### config.mk
export PLATFORM = sky130hd
export DESIGN_NAME = sd_cmd_arbiter
export DESIGN_NICKNAME = d
export VERILOG_FILES = /design/src/rtl/sd_cmd_arbiter.sv
export SDC_FILE = /design/constraint.sdc
export NUM_CORES = 1
export LEC_CHECK = 0
export BUFFER_PORTS_ARGS = -buffer_cell sky130_fd_sc_hd__buf_2
export CAP_MARGIN = 20
export CORE_MARGIN = 2
export CORE_UTILIZATION = 46
export CTS_CLUSTER_DIAMETER = 100
export DETAILED_ROUTE_END_ITERATION = 8
export PLACE_DENSITY = 0.77
export SYNTH_ARGS = -nofsm -noshare
export SYNTH_HDL_FRONTEND = slang
export SYNTH_SLANG_ARGS = --single-unit
### constraint.sdc
create_clock -name clk -period 2.7 [get_ports clk]
set_clock_uncertainty 0.05 [all_clocks]
set_input_delay 0.135 -clock clk [delete_from_list [all_inputs] [get_ports clk]]
set_output_delay 0.135 -clock clk [all_outputs]
set_load 0.005 [all_outputs]
### src/rtl/sd_cmd_arbiter.sv
// N-channel command arbiter for the SPI SD command path.
// Captures per-channel start pulses, grants one owner at a time and holds its fields until done or timeout.
module sd_cmd_arbiter #(
    parameter int NCH     = 2,
    parameter int CMDW    = 6,
    parameter int ARGW    = 32,
    parameter int CRCW    = 7,
    parameter int RR_MODE = 1,
    parameter int TO_CYC  = 65535
) (
    input  logic                 clk,
    input  logic                 rst,
    input  logic [NCH*CMDW-1:0]  req_cmd,
    input  logic [NCH*ARGW-1:0]  req_arg,
    input  logic [NCH*CRCW-1:0]  req_crc,
    input  logic [NCH-1:0]       req_sta,
    input  logic [NCH-1:0]       req_sta40,
    input  logic [NCH-1:0]       req_readit,
    input  logic [NCH-1:0]       req_init,
    input  logic                 done,
    output logic [CMDW-1:0]      cmd,
    output logic [ARGW-1:0]      arg,
    output logic [CRCW-1:0]      crc,
    output logic                 sta,
    output logic                 sta40,
    output logic                 readit,
    output logic                 init,
    output logic [NCH-1:0]       grant,
    output logic                 busy,
    output logic                 timeout
);

    localparam int IDXW = (NCH > 1) ? $clog2(NCH) : 1;
    localparam int CNTW = (TO_CYC > 0) ? $clog2(TO_CYC + 1) : 1;

    typedef enum logic [1:0] {
        S_IDLE  = 2'd0,
        S_ISSUE = 2'd1,
        S_WAIT  = 2'd2
    } state_t;

    state_t            r_state;
    logic [NCH-1:0]    r_pending;
    logic [NCH-1:0]    r_kind;
    logic [IDXW-1:0]   r_ptr;
    logic [IDXW-1:0]   r_owner;
    logic [CNTW-1:0]   r_cnt;
    logic [CMDW-1:0]   r_cmd;
    logic [ARGW-1:0]   r_arg;
    logic [CRCW-1:0]   r_crc;
    logic              r_sta;
    logic              r_sta40;
    logic              r_readit;
    logic              r_init;
    logic [NCH-1:0]    r_grant;
    logic              r_timeout;

    state_t            w_stateNext;
    logic [NCH-1:0]    w_pulse;
    logic [NCH-1:0]    w_pendClr;
    logic [NCH-1:0]    w_pendNext;
    logic [NCH-1:0]    w_kindNext;
    logic [IDXW-1:0]   w_ptrNext;
    logic [IDXW-1:0]   w_ownerNext;
    logic [CNTW-1:0]   w_cntNext;
    logic [CMDW-1:0]   w_cmdNext;
    logic [ARGW-1:0]   w_argNext;
    logic [CRCW-1:0]   w_crcNext;
    logic              w_staNext;
    logic              w_sta40Next;
    logic              w_readitNext;
    logic              w_initNext;
    logic [NCH-1:0]    w_grantNext;
    logic              w_timeoutNext;
    logic              w_release;
    logic              w_found;
    logic [IDXW-1:0]   w_winner;
    int                w_scanIdx;

    // A second pulse on an already-pending channel only refreshes its kind; sta40 wins a tie.
    assign w_pulse    = req_sta | req_sta40;
    assign w_pendNext = (r_pending & ~w_pendClr) | w_pulse;
    assign w_kindNext = (r_kind & ~w_pulse) | req_sta40;

    always_comb begin
        w_found   = 1'b0;
        w_winner  = '0;
        w_scanIdx = 0;
        for (int k = 0; k < NCH; k++) begin
            if (RR_MODE != 0) begin
                w_scanIdx = int'(r_ptr) + k;
                if (w_scanIdx >= NCH) begin
                    w_scanIdx = w_scanIdx - NCH;
                end
            end else begin
                w_scanIdx = k;
            end
            if (!w_found && r_pending[IDXW'(w_scanIdx)]) begin
                w_found  = 1'b1;
                w_winner = IDXW'(w_scanIdx);
            end
        end
    end

    always_comb begin
        w_stateNext   = r_state;
        w_ownerNext   = r_owner;
        w_ptrNext     = r_ptr;
        w_cntNext     = r_cnt;
        w_cmdNext     = r_cmd;
        w_argNext     = r_arg;
        w_crcNext     = r_crc;
        w_readitNext  = r_readit;
        w_initNext    = r_init;
        w_grantNext   = r_grant;
        w_staNext     = 1'b0;
        w_sta40Next   = 1'b0;
        w_timeoutNext = 1'b0;
        w_pendClr     = '0;
        w_release     = 1'b0;
        case (r_state)
            S_IDLE: begin
                if (w_found) begin
                    w_stateNext         = S_ISSUE;
                    w_ownerNext         = w_winner;
                    w_cmdNext           = req_cmd[w_winner*CMDW +: CMDW];
                    w_argNext           = req_arg[w_winner*ARGW +: ARGW];
                    w_crcNext           = req_crc[w_winner*CRCW +: CRCW];
                    w_readitNext        = req_readit[w_winner];
                    w_initNext          = req_init[w_winner];
                    w_grantNext         = NCH'(1) << w_winner;
                    w_pendClr[w_winner] = 1'b1;
                    w_staNext           = ~r_kind[w_winner];
                    w_sta40Next         = r_kind[w_winner];
                end
            end
            S_ISSUE: begin
                w_stateNext = S_WAIT;
                w_cntNext   = '0;
            end
            S_WAIT: begin
                // done has priority over a timeout expiring in the same cycle
                if (done) begin
                    w_release = 1'b1;
                end else if ((TO_CYC != 0) && (r_cnt == CNTW'(TO_CYC - 1))) begin
                    w_release     = 1'b1;
                    w_timeoutNext = 1'b1;
                end else begin
                    w_cntNext = r_cnt + 1'b1;
                end
                if (w_release) begin
                    w_stateNext  = S_IDLE;
                    w_cntNext    = '0;
                    w_cmdNext    = '0;
                    w_argNext    = '0;
                    w_crcNext    = '0;
                    w_readitNext = 1'b0;
                    w_initNext   = 1'b0;
                    w_grantNext  = '0;
                    if (RR_MODE != 0) begin
                        w_ptrNext = (r_owner == IDXW'(NCH - 1)) ? '0 : r_owner + 1'b1;
                    end
                end
            end
            default: begin
                w_stateNext = S_IDLE;
            end
        endcase
    end

    always_ff @(posedge clk) begin
        if (!rst) begin
            r_state   <= S_IDLE;
            r_pending <= '0;
            r_kind    <= '0;
            r_ptr     <= '0;
            r_owner   <= '0;
            r_cnt     <= '0;
            r_cmd     <= '0;
            r_arg     <= '0;
            r_crc     <= '0;
            r_sta     <= 1'b0;
            r_sta40   <= 1'b0;
            r_readit  <= 1'b0;
            r_init    <= 1'b0;
            r_grant   <= '0;
            r_timeout <= 1'b0;
        end else begin
            r_state   <= w_stateNext;
            r_pending <= w_pendNext;
            r_kind    <= w_kindNext;
            r_ptr     <= w_ptrNext;
            r_owner   <= w_ownerNext;
            r_cnt     <= w_cntNext;
            r_cmd     <= w_cmdNext;
            r_arg     <= w_argNext;
            r_crc     <= w_crcNext;
            r_sta     <= w_staNext;
            r_sta40   <= w_sta40Next;
            r_readit  <= w_readitNext;
            r_init    <= w_initNext;
            r_grant   <= w_grantNext;
            r_timeout <= w_timeoutNext;
        end
    end

    assign cmd     = r_cmd;
    assign arg     = r_arg;
    assign crc     = r_crc;
    assign sta     = r_sta;
    assign sta40   = r_sta40;
    assign readit  = r_readit;
    assign init    = r_init;
    assign grant   = r_grant;
    assign busy    = (r_state != S_IDLE);
    assign timeout = r_timeout;

endmodule

==> results of run 1 <==
critical path, stage by stage, from the launching register on:
cell and delay [ns]:
dfxtp_1 0.34, inv_1 0.08, ha_1 0.44, nand3_1 0.24
or4_4 0.50, or3_1 0.35, a211oi_2 0.23
worst paths after layout:
kind | start | end | slack (ns) | cells past startpoint
worst max-delay path | r_state[0] | r_cnt[15] | 0.38 | 6
worst min-delay path | req_sta[1] | r_kind[1] | 0.02 | 4
worst max register to register | r_state[0] | r_cnt[15] | 0.38 | 6
worst min register to register | crc[1] | crc[1] | 0.41 | 2
routing by layer:
metal  track usage  vias up  part of all wire
li1              -     1736                 -
met1         0.244     1547              0.43
met2         0.336      103              0.48
met3        0.0629       12             0.071
met4        0.0919        0             0.017
met5             0        -                 0
flip-flops by register name, summed over array words and instances (netlist names), 2 cells and up:
name,count
grant,2
r_cnt,16
r_state,2
r_kind,2
cmd,6
arg,32
crc,7
synthesized netlist by cell type (3+ instances only):
library cell  instances  area [um2]
nand2_1             105         394
dfxtp_1              75        1500
mux2i_1              50         500
a22o_1               47         412
clkbuf_1             25        93.8
nor3_1               12        60.1
inv_1                11        41.3
nand3_1               9        45.0
o21ai_0               8        40.0
nor2_1                6        22.5
xnor2_1               6        52.6
a21oi_1               5        25.0
buf_2                 5        25.0
ha_1                  5        62.6
or3_1                 5        31.3
a211oi_2              4        50.1
nand2b_1              3        18.8
nor2b_1               3        18.8
nor4b_1               3        26.3
o21a_1                3        22.5
power groups by stage:
stage          registers, W  logic [W]  clock network (W)
2_1_floorplan       0.00126   0.000312                  0
3_3_place_gp        0.00125   0.000525                  0
3_5_place_dp        0.00125   0.000539                  0
4_1_cts             0.00123   0.000541           0.000983
5_1_grt             0.00124   0.000589            0.00104
6_report            0.00123   0.000535           0.000961
area by class of cell:
| cell class | count | area (um2) | share of cell area |
|---|---|---|---|
| Clock inverter | 6 | 88.8 | 0.0186 |
| Clock buffer | 10 | 138 | 0.0287 |
| Inverter | 12 | 45.0 | 0.00941 |
| Tap cell | 102 | 128 | 0.0267 |
| Multi-Input combinational cell | 297 | 2000 | 0.418 |
| Sequential cell | 75 | 1500 | 0.314 |
| Timing Repair Buffer | 162 | 888 | 0.186 |
logic make-up (layout without fill, tap and decap cells):
logic type               Yosys count  after routing  synth area share
AO/OA/AOI/OAI                     77             77             0.171
XOR/XNOR                           6              6            0.0144
adder cells (fa/ha/maj)            5              5            0.0171
buffers and inverters             44            190            0.0489
flip-flops                        75             75             0.411
multiplexers                      50             50             0.137
AND/OR/NAND/NOR                  159            159             0.201
what timing repair did:
item / CTS / global route
hold endpoints to repair: 2 / 0
endpoints found under the setup margin: 0 / 0
hold buffers: 2 / 0
stage by stage:
step	hold slack (ns)	setup WS, ns	utilization
4_1_cts	0.0129	0.391	0.620
5_1_grt	0.0336	0.222	0.620
2_1_floorplan	0.202	0.531	-
3_3_place_gp	0.301	0.514	0.588
3_5_place_dp	0.303	0.428	0.588
6_report	0.0229	0.377	0.620
==> results.toml, run 1 <==
[power_and_ir_drop]
power_switching_w = 0.000720
pwr-share-comb = 0.196
p_int_w = 0.00201
leakage_nw = 2.32
p_per_area_nw_per_um2 = 569
power_w = 0.00273
ir_drop_mv = 0.332
power_frac_clock = 0.352
power_frac_seq = 0.451
swShare = 0.264

[global_routing]
grt_util_all_layers = 0.204
grt_overflow_total = 0
grt_pass1_vias = 3198
grt_max_degree = 82
grt_pass1_wl_um = 14300
antenna_found_initial = 0

[clock_tree]
cts_made_buffers = 9
cts_setup_buffers = 0
cts_buffer_depth = 2
cts_tree = "built"
cts-root-buf = "clkbuf_8"
cts.sinks = 75
clock_latency_ns = 0.34
path_clk_slew_ns = 0.08
htree_levels = 3
cts_resized = 0

[critical_path]
endpoint_kind = "register"
crit_type = "register to register"
cp_max_fo = 10
cp.required_ns = 2.90
arrival_ns = 2.53
start_kind = "register"

[synthesis]
ys.warnings.count = 0
synth_edf_count = 0
ys_seq_area_frac = 0.411
syn_avg_cell_area_um2 = 8.79
syn_nets = 522
syn_area_um2 = 3660
synthArstFlopShare = 0
ys_types = 40
synth_ff_type = "dfxtp_1"
ys_ff_latch = 75
synthCells = 416

[sta]
layout_min_cycle_time_ns = 2.32
fmax_mhz = 430
setup_tns_ns = 0
relSlewSlack = 0.559
hold_viol_final = 0
worst_pin_slew_ns = 0.660
rsz0062_at_grt = "no"
finalMaxSlewViolations = 0
setup_viol = 0
period_share = 0.860

[routing]
drc = 0
routed_wl_um = 8840
first_pass_iters = 4
routed_via_density = 5.12
drtAntennaViolNets = 0
drt_iter0_markers = 89
wl_per_cell_um = 13.3
via_count = 3398

[run_status]
status = "finished clean"

[die]
die_w_um = 93.2
core_um2 = 7730
die-area_um2 = 8680
ios = 154
die_h_um = 93.2
rows = 32
initial_core_util = 0.473

[layout]
syn2layout_area_growth_pct = 31.0
final_cell_mix = "buf_2, nand2_1, dfxtp_1, mux2i_1, a22o_1"
fill_cells = 664
drive_gt1_frac = 0.335
layout.nets = 663
final_common_cell = "buf_2"
diodes = 0
layout.cells.non_filler = 664
finalInstanceArea_um2 = 4790

[placed_design]
place_area_um2 = 4540
portBuffers = 153
dp_hpwl_um = 6490
dp_cells = 646
place.gp.congestion = 0.830

[job]
drv_cap = 0

[worst_hold_path]
hold_path_class = "input pin to register"
Note: power is estimated with default switching activity, not from simulation.
==> run 2, diff against run 1 <==
--- a/config.mk
+++ b/config.mk
@@ -11,7 +11,7 @@
 export CORE_UTILIZATION = 46
 export CTS_CLUSTER_DIAMETER = 100
 export DETAILED_ROUTE_END_ITERATION = 8
-export PLACE_DENSITY = 0.77
+export PLACE_DENSITY = 0.73
 export SYNTH_ARGS = -nofsm -noshare
 export SYNTH_HDL_FRONTEND = slang
 export SYNTH_SLANG_ARGS = --single-unit
==> run 2 against run 1 <==
Net effect:
- largest cell class unchanged
- first-iteration DRC count increased by 39%
- worst hold slack gained 0.015 ns
- combinational power grew 2%
- die area stayed put
- sequential cell count is the same
- global-route usage up 0.59 points
- cell area down 0.16%
- non-clock buffer count up 5
- maximum frequency rose by 1.9%
==> results.toml, run 2 (synthesis gave the netlist of run 1 again) <==
[global_routing]
grt_overflow_total = 0
antenna_found_initial = 0
grt_pass1_wl_um = 14400
grt_max_degree = 56
grt_pass1_vias = 3258
grt_util_all_layers = 0.210

[clock_tree]
cts_setup_buffers = 0
cts_resized = 0
cts-root-buf = "clkbuf_8"
clock_latency_ns = 0.34
cts_buffer_depth = 2
cts.sinks = 75
cts_made_buffers = 9
path_clk_slew_ns = 0.07
htree_levels = 3
cts_tree = "built"

[die]
die_h_um = 93.2
die_w_um = 93.2
die-area_um2 = 8680
initial_core_util = 0.473
ios = 154
rows = 32
core_um2 = 7730

[routing]
routed_via_density = 5.13
drtAntennaViolNets = 0
wl_per_cell_um = 13.4
drc = 0
first_pass_iters = 4
via_count = 3430
drt_iter0_markers = 124
routed_wl_um = 9000

[sta]
finalMaxSlewViolations = 0
fmax_mhz = 439
hold_viol_final = 0
setup_tns_ns = 0
worst_pin_slew_ns = 0.649
rsz0062_at_grt = "no"
setup_viol = 0
period_share = 0.844
layout_min_cycle_time_ns = 2.28
relSlewSlack = 0.566

[placed_design]
place.gp.congestion = 0.846
place_area_um2 = 4570
portBuffers = 153
dp_hpwl_um = 6780

[layout]
drive_gt1_frac = 0.337
final_common_cell = "buf_2"
diodes = 0
layout.nets = 668
finalInstanceArea_um2 = 4780
fill_cells = 677
syn2layout_area_growth_pct = 30.8
largest_reg_flops = 32
final_cell_mix = "buf_2, nand2_1, dfxtp_1, mux2i_1, a22o_1"

[critical_path]
cp_max_fo = 10
regToRegStartpoint = "r_state[1]"
endpoint_kind = "register"
arrival_ns = 2.48
reg2reg_to = "r_cnt[13]"
crit_start = "r_state[1]"
cp.required_ns = 2.90
worst_r2r_path_depth = 6
start_kind = "register"
crit_type = "register to register"
r2r_slack_ns = 0.42
cp-endpoint = "r_cnt[13]"

[power_and_ir_drop]
p_per_area_nw_per_um2 = 551
leakage_nw = 2.33
ir_drop_mv = 0.291

[job]
drv_cap = 0

[worst_hold_path]
hold_path_class = "input pin to register"

[run_status]
status = "finished clean"
## run 2: changes by cell type in the layout (fill, tap and decap cells not counted)
cell        before  now
buf_4            3    9
clkbuf_1         0    2
clkinvlp_4       2    0
buf_12           4    3
bufinv_16        2    1
clkinv_2         1    2
clkinv_4         1    0
inv_6            0    1
## run 2: worst max-delay path, stage by stage (launching register included)
cell      delay [ns]
dfxtp_1         0.35
inv_1           0.07
ha_1            0.46
nand3_1         0.22
or4_4           0.49
or3_1           0.34
a211oi_2        0.21
## run 2: through the flow
step	total power [W]	hold slack (ns)	util	worst slack, ns	instances
floorplan	0.00157	0.202	-	0.531	416
global placement	0.00179	0.292	0.591	0.528	651
detailed placement	0.00181	0.315	0.591	0.423	651
CTS	0.00266	0.0191	0.619	0.414	669
global route	0.00276	0.0582	0.619	0.197	669
finish	0.00263	0.0382	0.619	0.420	669
## run 2: metal layers
layer,global-route usage,routed length (um)
met3,0.0500,528
met4,0.0956,155
met1,0.241,3810
met2,0.369,4500
met5,0,0
## run 2: area by class of cell
cell class,instances,area (um2),area share
Sequential cell,75,1500,0.314
Timing Repair Buffer,167,913,0.191
Tap cell,102,128,0.0267
Clock buffer,12,145,0.0304
Clock inverter,4,48.8,0.0102
Multi-Input combinational cell,297,2000,0.418
Inverter,12,45.0,0.00942
## run 2: worst min path at each step
| stage | from | end | slack, ns | cells past startpoint |
|---|---|---|---|---|
| floorplan | req_sta40[0] | r_kind[0] | 0.20 | 2 |
| global placement | req_sta40[1] | r_kind[1] | 0.29 | 3 |
| detailed placement | req_sta40[0] | r_kind[0] | 0.32 | 3 |
| CTS | req_sta[0] | r_pending[0] | 0.02 | 3 |
| global route | req_sta[0] | r_pending[0] | 0.06 | 3 |
| finish | req_sta[0] | r_pending[0] | 0.04 | 3 |
## run 2: what timing repair did
action | CTS | global route
endpoints found under the hold margin | 2 | 0
hold buffers | 2 | 0
endpoints found under the setup margin | 0 | 0
## run 2: report_power, final
group	total [W]	internal (W)	leakage (nW)	switching, W
Clock	0.000855	0.000454	0.101	0.000401
Combinational	0.000548	0.000283	1.62	0.000264
Sequential	0.00123	0.00119	0.612	0.0000440
==> run 3, diff against run 2 <==
--- a/config.mk
+++ b/config.mk
@@ -8,10 +8,10 @@
 export BUFFER_PORTS_ARGS = -buffer_cell sky130_fd_sc_hd__buf_2
 export CAP_MARGIN = 20
 export CORE_MARGIN = 2
-export CORE_UTILIZATION = 46
+export CORE_UTILIZATION = 43
 export CTS_CLUSTER_DIAMETER = 100
 export DETAILED_ROUTE_END_ITERATION = 8
-export PLACE_DENSITY = 0.73
+export PLACE_DENSITY = 0.72
 export SYNTH_ARGS = -nofsm -noshare
 export SYNTH_HDL_FRONTEND = slang
 export SYNTH_SLANG_ARGS = --single-unit
==> constraint.sdc (replaced) <==
create_clock -name clk -period 1.9 [get_ports clk]
set_clock_uncertainty 0.05 [all_clocks]
set_input_delay 0.095 -clock clk [delete_from_list [all_inputs] [get_ports clk]]
set_output_delay 0.095 -clock clk [all_outputs]
set_load 0.005 [all_outputs]
==> run 3 against run 2 <==
Net effect:
- the run now ends with setup timing left
- power increased by 55%
- worst hold slack improved by 0.032 ns
- worst setup slack got worse by 0.44 ns
- first-iteration DRC count decreased by 4.8%
- sequential share of layout area decreased by 2.0 points
- cell count increased by 3.4%
- routed wire length increased by 12%
- core utilization increased by 0.38 points
- via count increased by 4.2%
==> results.toml, run 3 (synthesis gave the netlist of run 1 again) <==
[power_and_ir_drop]
swShare = 0.253
p_per_area_nw_per_um2 = 797
power_frac_seq = 0.429
p_int_w = 0.00304
ir_drop_mv = 0.440
power_w = 0.00408
power_switching_w = 0.00103
pwr-share-comb = 0.207
leakage_nw = 2.50
power_frac_clock = 0.364

[layout]
final_cell_mix = "buf_2, nand2_1, dfxtp_1, mux2i_1, a22o_1"
layout.nets = 688
regArea_um2 = 1510
multi_input_area_um2 = 2050
syn2layout_area_growth_pct = 39.9
final_common_cell = "buf_2"
fill_cells = 705
diodes = 0
drive_gt1_frac = 0.376
finalInstanceArea_um2 = 5110
utilization = 0.623
largest_reg_flops = 32

[die]
core_um2 = 8220
ios = 154
rows = 33
die-area_um2 = 9260
initial_core_util = 0.445
die_h_um = 96.2
die_w_um = 96.2

[critical_path]
arrival_ns = 2.13
crit_type = "register to register"
endpoint_kind = "register"
worst_r2r_path_depth = 4
cp_max_fo = 4
start_kind = "register"
cp.required_ns = 2.11

[routing]
top_layer = "met4"
wl_per_cell_um = 14.5
wl_met3_um = 666
routed_via_density = 5.16
drc = 0
drtAntennaViolNets = 0
wl_met1_um = 4290
first_pass_iters = 4
via_count = 3573
wl_met2_um = 4930
drt_iter0_markers = 118
routed_wl_um = 10100

[global_routing]
grt_max_degree = 95
grt_pass1_vias = 3395
antenna_found_initial = 0
grt_util_all_layers = 0.209
grt_overflow_total = 0
grt_pass1_wl_um = 15000

[clock_tree]
path_clk_slew_ns = 0.08
cts_buffer_depth = 2
cts_made_buffers = 9
cts.sinks = 75
cts-root-buf = "clkbuf_8"
cts_tree = "built"
htree_levels = 3
clock_latency_ns = 0.34

[sta]
period_share = 1.01
worst_pin_slew_ns = 0.578
setup_tns_ns = -0.0197
setup_viol = 2
setup_ws_ns = -0.0182
fmax_mhz = 521
finalMaxSlewViolations = 0
relSlewSlack = 0.612
layout_min_cycle_time_ns = 1.92
rsz0062_at_grt = "yes"
hold_viol_final = 0

[worst_hold_path]
hold_depth = 4
hold_path_class = "input pin to register"

[run_status]
status = "finished with violations"
violations = "setup timing"

[placed_design]
dp_hpwl_um = 6650
place_area_um2 = 4710
place.gp.congestion = 0.800
portBuffers = 153

[job]
drv_cap = 0
## run 3: changes by cell type in the layout (fill, tap and decap cells not counted), sizes merged
cell	change
buf	+15
inv	-1
clkbuf	+1
dlygate4sd3	+3
bufinv	+2
## run 3: path summary, 6_finish.rpt
path	start	end	slack (ns)
max	r_cnt[8]	r_cnt[14]	-0.02
min	req_arg[54]	arg[22]	0.07
max reg2reg	r_cnt[8]	r_cnt[14]	-0.02
min reg2reg	arg[8]	arg[8]	0.41
## run 3: stage by stage
stage	setup WS [ns]	hold slack [ns]	instances
floorplan	-0.0463	0.162	416
global placement	0.0522	0.252	666
detailed placement	-0.00870	0.263	666
CTS	0.00179	0.0569	689
global route	-0.0843	0.0707	692
finish	-0.0182	0.0703	692
## run 3: what timing repair did
item / 4_1_cts / 5_1_grt
cloned: 0 / 2
endpoints found under the setup margin: 30 / 19
setup buffers: 2 / 1
resized for setup: 3 / 7
endpoints found under the hold margin: 3 / 0
pin swaps: 1 / 4
hold buffers: 5 / 0
## run 3: power groups by stage
stage	clock (W)	combinational, W	sequential (W)
finish	0.00148	0.000843	0.00175
floorplan	0	0.000461	0.00179
CTS	0.00151	0.000837	0.00175
detailed placement	0	0.000817	0.00178
global route	0.00158	0.000918	0.00177
global placement	0	0.000800	0.00178
## run 3: area by class of cell
cell class              count  share of cell area
multi-input cells         297               0.402
flip-flops and latches     75               0.294
repair buffers            187               0.222
clock buffers              11              0.0276
well taps                 105              0.0257
clock inverters             5              0.0196
inverters                  12             0.00930
## run 3: worst max-delay path: stages, from the launching register on
cell,delay (ns)
dfxtp_1,0.37
nand4_1,0.28
or4_4,0.59
or3_1,0.33
a211oi_2,0.21
## run 3: routing by layer
metal | global-route usage | up-vias
met3 | 0.0822 | 18
met2 | 0.356 | 116
met5 | 0 | -
li1 | - | 1791
met4 | 0.0810 | 0
met1 | 0.233 | 1648
